File: config.mk
export PLATFORM = sky130hd
export DESIGN_NAME = single_sorter
export DESIGN_NICKNAME = d
export VERILOG_FILES = /design/src/rtl/single_sorter.sv
export SDC_FILE = /design/constraint.sdc
export NUM_CORES = 1
export LEC_CHECK = 0
export BUFFER_PORTS_ARGS = -buffer_cell sky130_fd_sc_hd__buf_2
export CAP_MARGIN = 20
export CELL_PAD_IN_SITES_DETAIL_PLACEMENT = 0
export CELL_PAD_IN_SITES_GLOBAL_PLACEMENT = 1
export CORE_AREA = 2 2 209 211
export CTS_BUF_LIST = sky130_fd_sc_hd__clkbuf_4
export DETAILED_ROUTE_END_ITERATION = 6
export DIE_AREA = 0 0 211 213
export PLACE_DENSITY = 0.85
export SETUP_SLACK_MARGIN = 0.02
export SLEW_MARGIN = 20
export SYNTH_ARGS = -nofsm -noshare
export SYNTH_HDL_FRONTEND = slang
export SYNTH_SLANG_ARGS = --single-unit
File: constraint.sdc
create_clock -name clk -period 8.4 [get_ports clk]
set_input_delay 2.52 -clock clk [delete_from_list [all_inputs] [get_ports clk]]
set_output_delay 2.52 -clock clk [all_outputs]
set_load 0.005 [all_outputs]
File: src/rtl/single_sorter.sv
// Batch sorter for IEEE-754 single-precision words: load up to DEPTH words,
// bubble-sort them with one shared comparator, then stream them out in order.
module single_sorter #(
  parameter int DEPTH      = 8,
  parameter bit DESCENDING = 1'b0
) (
  input  logic        clk,
  input  logic        rst_n,
  input  logic        in_valid,
  output logic        in_ready,
  input  logic [31:0] in_data,
  input  logic        in_last,
  output logic        out_valid,
  input  logic        out_ready,
  output logic [31:0] out_data,
  output logic        out_last,
  output logic        busy
);

  localparam int NW = $clog2(DEPTH + 1);
  localparam int IW = $clog2(DEPTH);

  typedef enum logic [1:0] {
    LOAD  = 2'd0,
    SORT  = 2'd1,
    DRAIN = 2'd2
  } state_t;

  state_t        state_r;
  logic [NW-1:0] n_r;
  logic [IW-1:0] i_r;
  logic [IW-1:0] k_r;
  logic          swapped_r;
  logic          in_ready_r;
  logic          out_valid_r;
  logic [31:0]   mem_r [DEPTH];

  logic [31:0]   cmp_a_s;
  logic [31:0]   cmp_b_s;
  logic          swap_s;
  logic          accept_s;
  logic          load_done_s;
  logic          pass_end_s;
  logic          drain_fire_s;
  logic          drain_last_s;

  // Signed-magnitude ordering; +0 and -0 compare equal so they never swap.
  function automatic logic fp_gt(input logic [31:0] a, input logic [31:0] b);
    logic r;
    if (a[31] != b[31]) begin
      r = ~a[31] & ~((a[30:0] == 31'd0) & (b[30:0] == 31'd0));
    end else if (a[31] == 1'b0) begin
      r = (a[30:0] > b[30:0]);
    end else begin
      r = (b[30:0] > a[30:0]);
    end
    return r;
  endfunction

  // Shared comparator and handshake decode.
  always_comb begin
    cmp_a_s      = mem_r[i_r];
    cmp_b_s      = mem_r[IW'(i_r + IW'(1))];
    swap_s       = (state_r == SORT) &
                   (DESCENDING ? fp_gt(cmp_b_s, cmp_a_s) : fp_gt(cmp_a_s, cmp_b_s));
    accept_s     = in_ready_r & in_valid;
    load_done_s  = accept_s & (in_last | (n_r == NW'(DEPTH - 1)));
    pass_end_s   = (i_r == IW'(n_r - NW'(2)));
    drain_fire_s = out_valid_r & out_ready;
    drain_last_s = (k_r == IW'(n_r - NW'(1)));
  end

  assign in_ready  = in_ready_r;
  assign out_valid = out_valid_r;
  assign out_data  = out_valid_r ? mem_r[k_r] : 32'd0;
  assign out_last  = out_valid_r & drain_last_s;
  assign busy      = (state_r != LOAD) | (n_r != NW'(0));

  // Control FSM: LOAD -> SORT (n>=2) or DRAIN (n==1) -> LOAD.
  always_ff @(posedge clk or negedge rst_n) begin
    if (!rst_n) begin
      state_r     <= LOAD;
      n_r         <= NW'(0);
      i_r         <= IW'(0);
      k_r         <= IW'(0);
      swapped_r   <= 1'b0;
      in_ready_r  <= 1'b0;
      out_valid_r <= 1'b0;
    end else begin
      case (state_r)
        LOAD: begin
          in_ready_r <= 1'b1;
          if (accept_s) begin
            n_r <= n_r + NW'(1);
          end
          if (load_done_s) begin
            in_ready_r <= 1'b0;
            i_r        <= IW'(0);
            swapped_r  <= 1'b0;
            if (n_r != NW'(0)) begin
              state_r <= SORT;
            end else begin
              state_r     <= DRAIN;
              out_valid_r <= 1'b1;
              k_r         <= IW'(0);
            end
          end
        end
        SORT: begin
          if (pass_end_s) begin
            if (swapped_r | swap_s) begin
              swapped_r <= 1'b0;
              i_r       <= IW'(0);
            end else begin
              state_r     <= DRAIN;
              out_valid_r <= 1'b1;
              k_r         <= IW'(0);
            end
          end else begin
            i_r       <= i_r + IW'(1);
            swapped_r <= swapped_r | swap_s;
          end
        end
        DRAIN: begin
          if (drain_fire_s) begin
            if (drain_last_s) begin
              state_r     <= LOAD;
              n_r         <= NW'(0);
              k_r         <= IW'(0);
              out_valid_r <= 1'b0;
              in_ready_r  <= 1'b1;
            end else begin
              k_r <= k_r + IW'(1);
            end
          end
        end
        default: begin
          state_r     <= LOAD;
          n_r         <= NW'(0);
          i_r         <= IW'(0);
          k_r         <= IW'(0);
          swapped_r   <= 1'b0;
          in_ready_r  <= 1'b0;
          out_valid_r <= 1'b0;
        end
      endcase
    end
  end

  // Word storage: written on accept, pair-swapped during SORT; contents need no reset.
  always_ff @(posedge clk) begin
    if (accept_s) begin
      mem_r[IW'(n_r)] <= in_data;
    end else if (swap_s) begin
      mem_r[i_r]                <= cmp_b_s;
      mem_r[IW'(i_r + IW'(1))] <= cmp_a_s;
    end
  end

endmodule

==> run metrics <==
Final setup violation count=0; Die X=approximately 210 µm; grt total ovfl=0; slowest CP cell=dfrtp_4; number of I/O port buffers=72; Netlist cell types=60; first-pass GRT wire length=approximately 99000 µm; mux cell area share after synthesis=slightly below 40%; deepest clock path buffer count=3; io pins=73; # H-tree levels=3; Lkg Pwr=10.6 nW; compound-gate portion of the synthesized area=a little under 8%; antenna-violating nets left=0; commonest non-fill, non-tap cell in the layout=nor2_1; largest net degree at the start of global routing=~130; wire per inst=roughly 26 µm; # nets final=2018; vias in the first global route=approximately 17000; #FFs+latches synth=approximately 270; Setup crit start kind=register; post-CTS resize count=0; crit path kind=reg2reg; main flop type after synthesis=edfxtp_1; status=finished clean; Hold Slack=approximately 520 ps; CTS clk-pin slew, worst paths=70 ps; post-synthesis xor/xnor area fraction=less than 1%; cell taking the most area after synthesis=edfxtp_1; Max rail drop VDD=~0.095 mV; RD Place Congestion=approximately 0.88; overall routing resource usage=around 30%; CP Max Fanout=55; yosys warns=0; worst path required time=8930 ps; most frequent cells in the layout=nor2_1, a21oi_1, edfxtp_1; Die Area=around 45000 µm²; largest stage delay on the critical path=around 890 ps; clock sinks=271; Worst Tran Pin Value=approximately 1000 ps; Setup Total Neg Slack=0 ps; clock root cell=clkbuf_4; syn nets=around 2000; initial antenna violation count=4; Layout Utilization=roughly 57%; DP Wirelength=a little under 40000 µm; crit path cell chain=ha_1 -> xor2_4 -> buf_4 -> mux4_2 -> inv_1 -> ha_1 -> and4_1 -> nand2_1 -> a2bb2oi_1 -> nor4bb_1 -> o221ai_1 -> nand3_4 -> buf_4 -> mux2_1; DIE HEIGHT=between 200 and 250 µm; drt initial violations=1805; Num CTS Buffers=78; multi-input logic area=roughly 13000 µm²; Final Hold Viols=0; synthesized instance count=roughly 1900; Initial Utilization=about 54%; period utilisation layout=~85%; largest family of logic cells by synthesized area=multiplexers; syn avg cell area=11.9 µm²; Async SR Flop Fraction=under 10%; post-synthesis adder-cell area fraction=approximately 2.0%; total area of sequential cells=~8000 µm²; RSZ-0062 raised after global routing=no; CTS tree=done; # fillers=3503; # Max-Cap Violations=0; Slew headroom=between 30 and 40%; crit end category=register; Vias/cell=about 6.5; Cell Area, Synth=around 23000 µm²; synthesis-to-layout area growth=5.87%; layout cells sized above 1=around a third; final WL=roughly 65000 µm; CP Data Arrival Time=7660 ps; worst min path class=reg2reg; vias=16660; post-synth top area share=between 30% and 40%; site row count=76; fmax=roughly 140 MHz; clock skew=48.4 ps; DRC viols=0; number of synthesized flops with an enable pin=between 200 and 300; core region area=42700 µm²; sequential share of the synthesized area=a little over a third; Final Max Tran Viols=0; Synth area leaders=edfxtp_1, mux4_2, mux2_4, mux2i_1, a21oi_1; min Tclk post-route=7130 ps; Power Dens Cells=about 120 nW/µm²; Simple-Gate Fraction of Synth Area=8.73%; Post-CTS Setup Repair Bufs=0; Hold Buf Count CTS=0; drt first pass iters=5; clk_lat worst skew=roughly 810 ps
[flip-flops by register name, summed over array words and instances (netlist names)]
name	cells
in_ready	1
out_valid	1
state_r	2
mem_r	256
i_r	3
n_r	4
k_r	3
swapped_r	1
[through the flow]
step | setup slack, ps | cell area, µm² | power, W | cells
3_5_place_dp | 1380 | 23200 | 0.00162 | 2411
4_1_cts | 1320 | 24200 | 0.00287 | 2546
5_1_grt | 861 | 24200 | 0.00295 | 2549
2_1_floorplan | 2340 | 22900 | 0.00158 | 1925
6_report | 1270 | 24200 | 0.00286 | 2550
3_3_place_gp | 1480 | 23200 | 0.00161 | 2411
[cell usage after synthesis (3+ instances only)]
cell type    n
buf_2       51
buf_12      23
nor2_1     257
nor4_1       9
dfrtp_1     15
o22ai_1      9
nand3_1     19
edfxtp_1   256
nor3_1       5
nand4b_1     3
clkbuf_1    62
xnor2_1      7
mux2_4     201
nand4_1     11
mux2i_1    137
a211oi_1     5
a22oi_1      3
and2_1       4
o21ai_0     26
nor2b_1     34
mux4_2     168
buf_1       18
nand2_1    100
a32oi_1      4
buf_4        6
o31ai_1      4
buf_6       15
inv_1       66
mux2_1      52
a21o_1       5
a21oi_1    256
ha_1        36
mux2_2      19
a31oi_1      4
o31a_1       3
[worst max-delay path, delay by kind of cell (launching register included)]
family	cells	cell delay (ps)
AND/OR/NAND/NOR	4	1570
buffers and inverters	3	1370
multiplexers	2	1060
flip-flops	1	890
XOR/XNOR	1	650
adder cells (fa/ha/maj)	2	650
AO/OA/AOI/OAI	2	560
[logic make-up (layout without fill, tap and decap cells)]
group,Yosys count,count (layout)
multiplexers,577,577
AND/OR/NAND/NOR,459,459
AO/OA/AOI/OAI,332,332
flip-flops,271,271
buffers and inverters,241,316
adder cells (fa/ha/maj),36,36
XOR/XNOR,9,9
other,0,4
[cell type report]
cell class / instances / area share, %
Multi-Input combinational cell: 1413 / 55.6
Clock inverter: 17 / 0.378
Timing Repair Buffer: 115 / 3.05
Clock buffer: 118 / 3.66
Antenna cell: 4 / 0.0414
Tap cell: 546 / 2.82
Inverter: 66 / 1.03
Sequential cell: 271 / 33.4
[path summary, 6_finish.rpt]
path	slack (ps)	to	cells past startpoint	from
max	1270	mem_r[0][6]$_DFFE_PP_	14	i_r[1]$_DFFE_PN0P_
min	520	n_r[3]$_DFFE_PN0P_	1	n_r[3]$_DFFE_PN0P_
max reg2reg	1270	mem_r[0][6]$_DFFE_PP_	14	i_r[1]$_DFFE_PN0P_
min reg2reg	520	n_r[3]$_DFFE_PN0P_	1	n_r[3]$_DFFE_PN0P_
max in group asynchronous	6460	k_r[0]$_DFFE_PN0P_	1	rst_n
min in group asynchronous	1620	i_r[2]$_DFFE_PN0P_	1	rst_n
[routing by layer]
layer | wire length, µm | global-route usage (%) | up-vias
li1 | - | - | 7378
met5 | 26 | 0 | -
met4 | 2970 | 13.9 | 4
met2 | 32000 | 49.4 | 779
met3 | 5000 | 4.99 | 203
met1 | 25300 | 37.5 | 8296
[power by group]
part	switching, W	internal, W
registers	0	0.00148
clock network	0.000608	0.000665
logic	0.0000369	0.0000734
No activity file was read; power rests on OpenSTA's default activity.
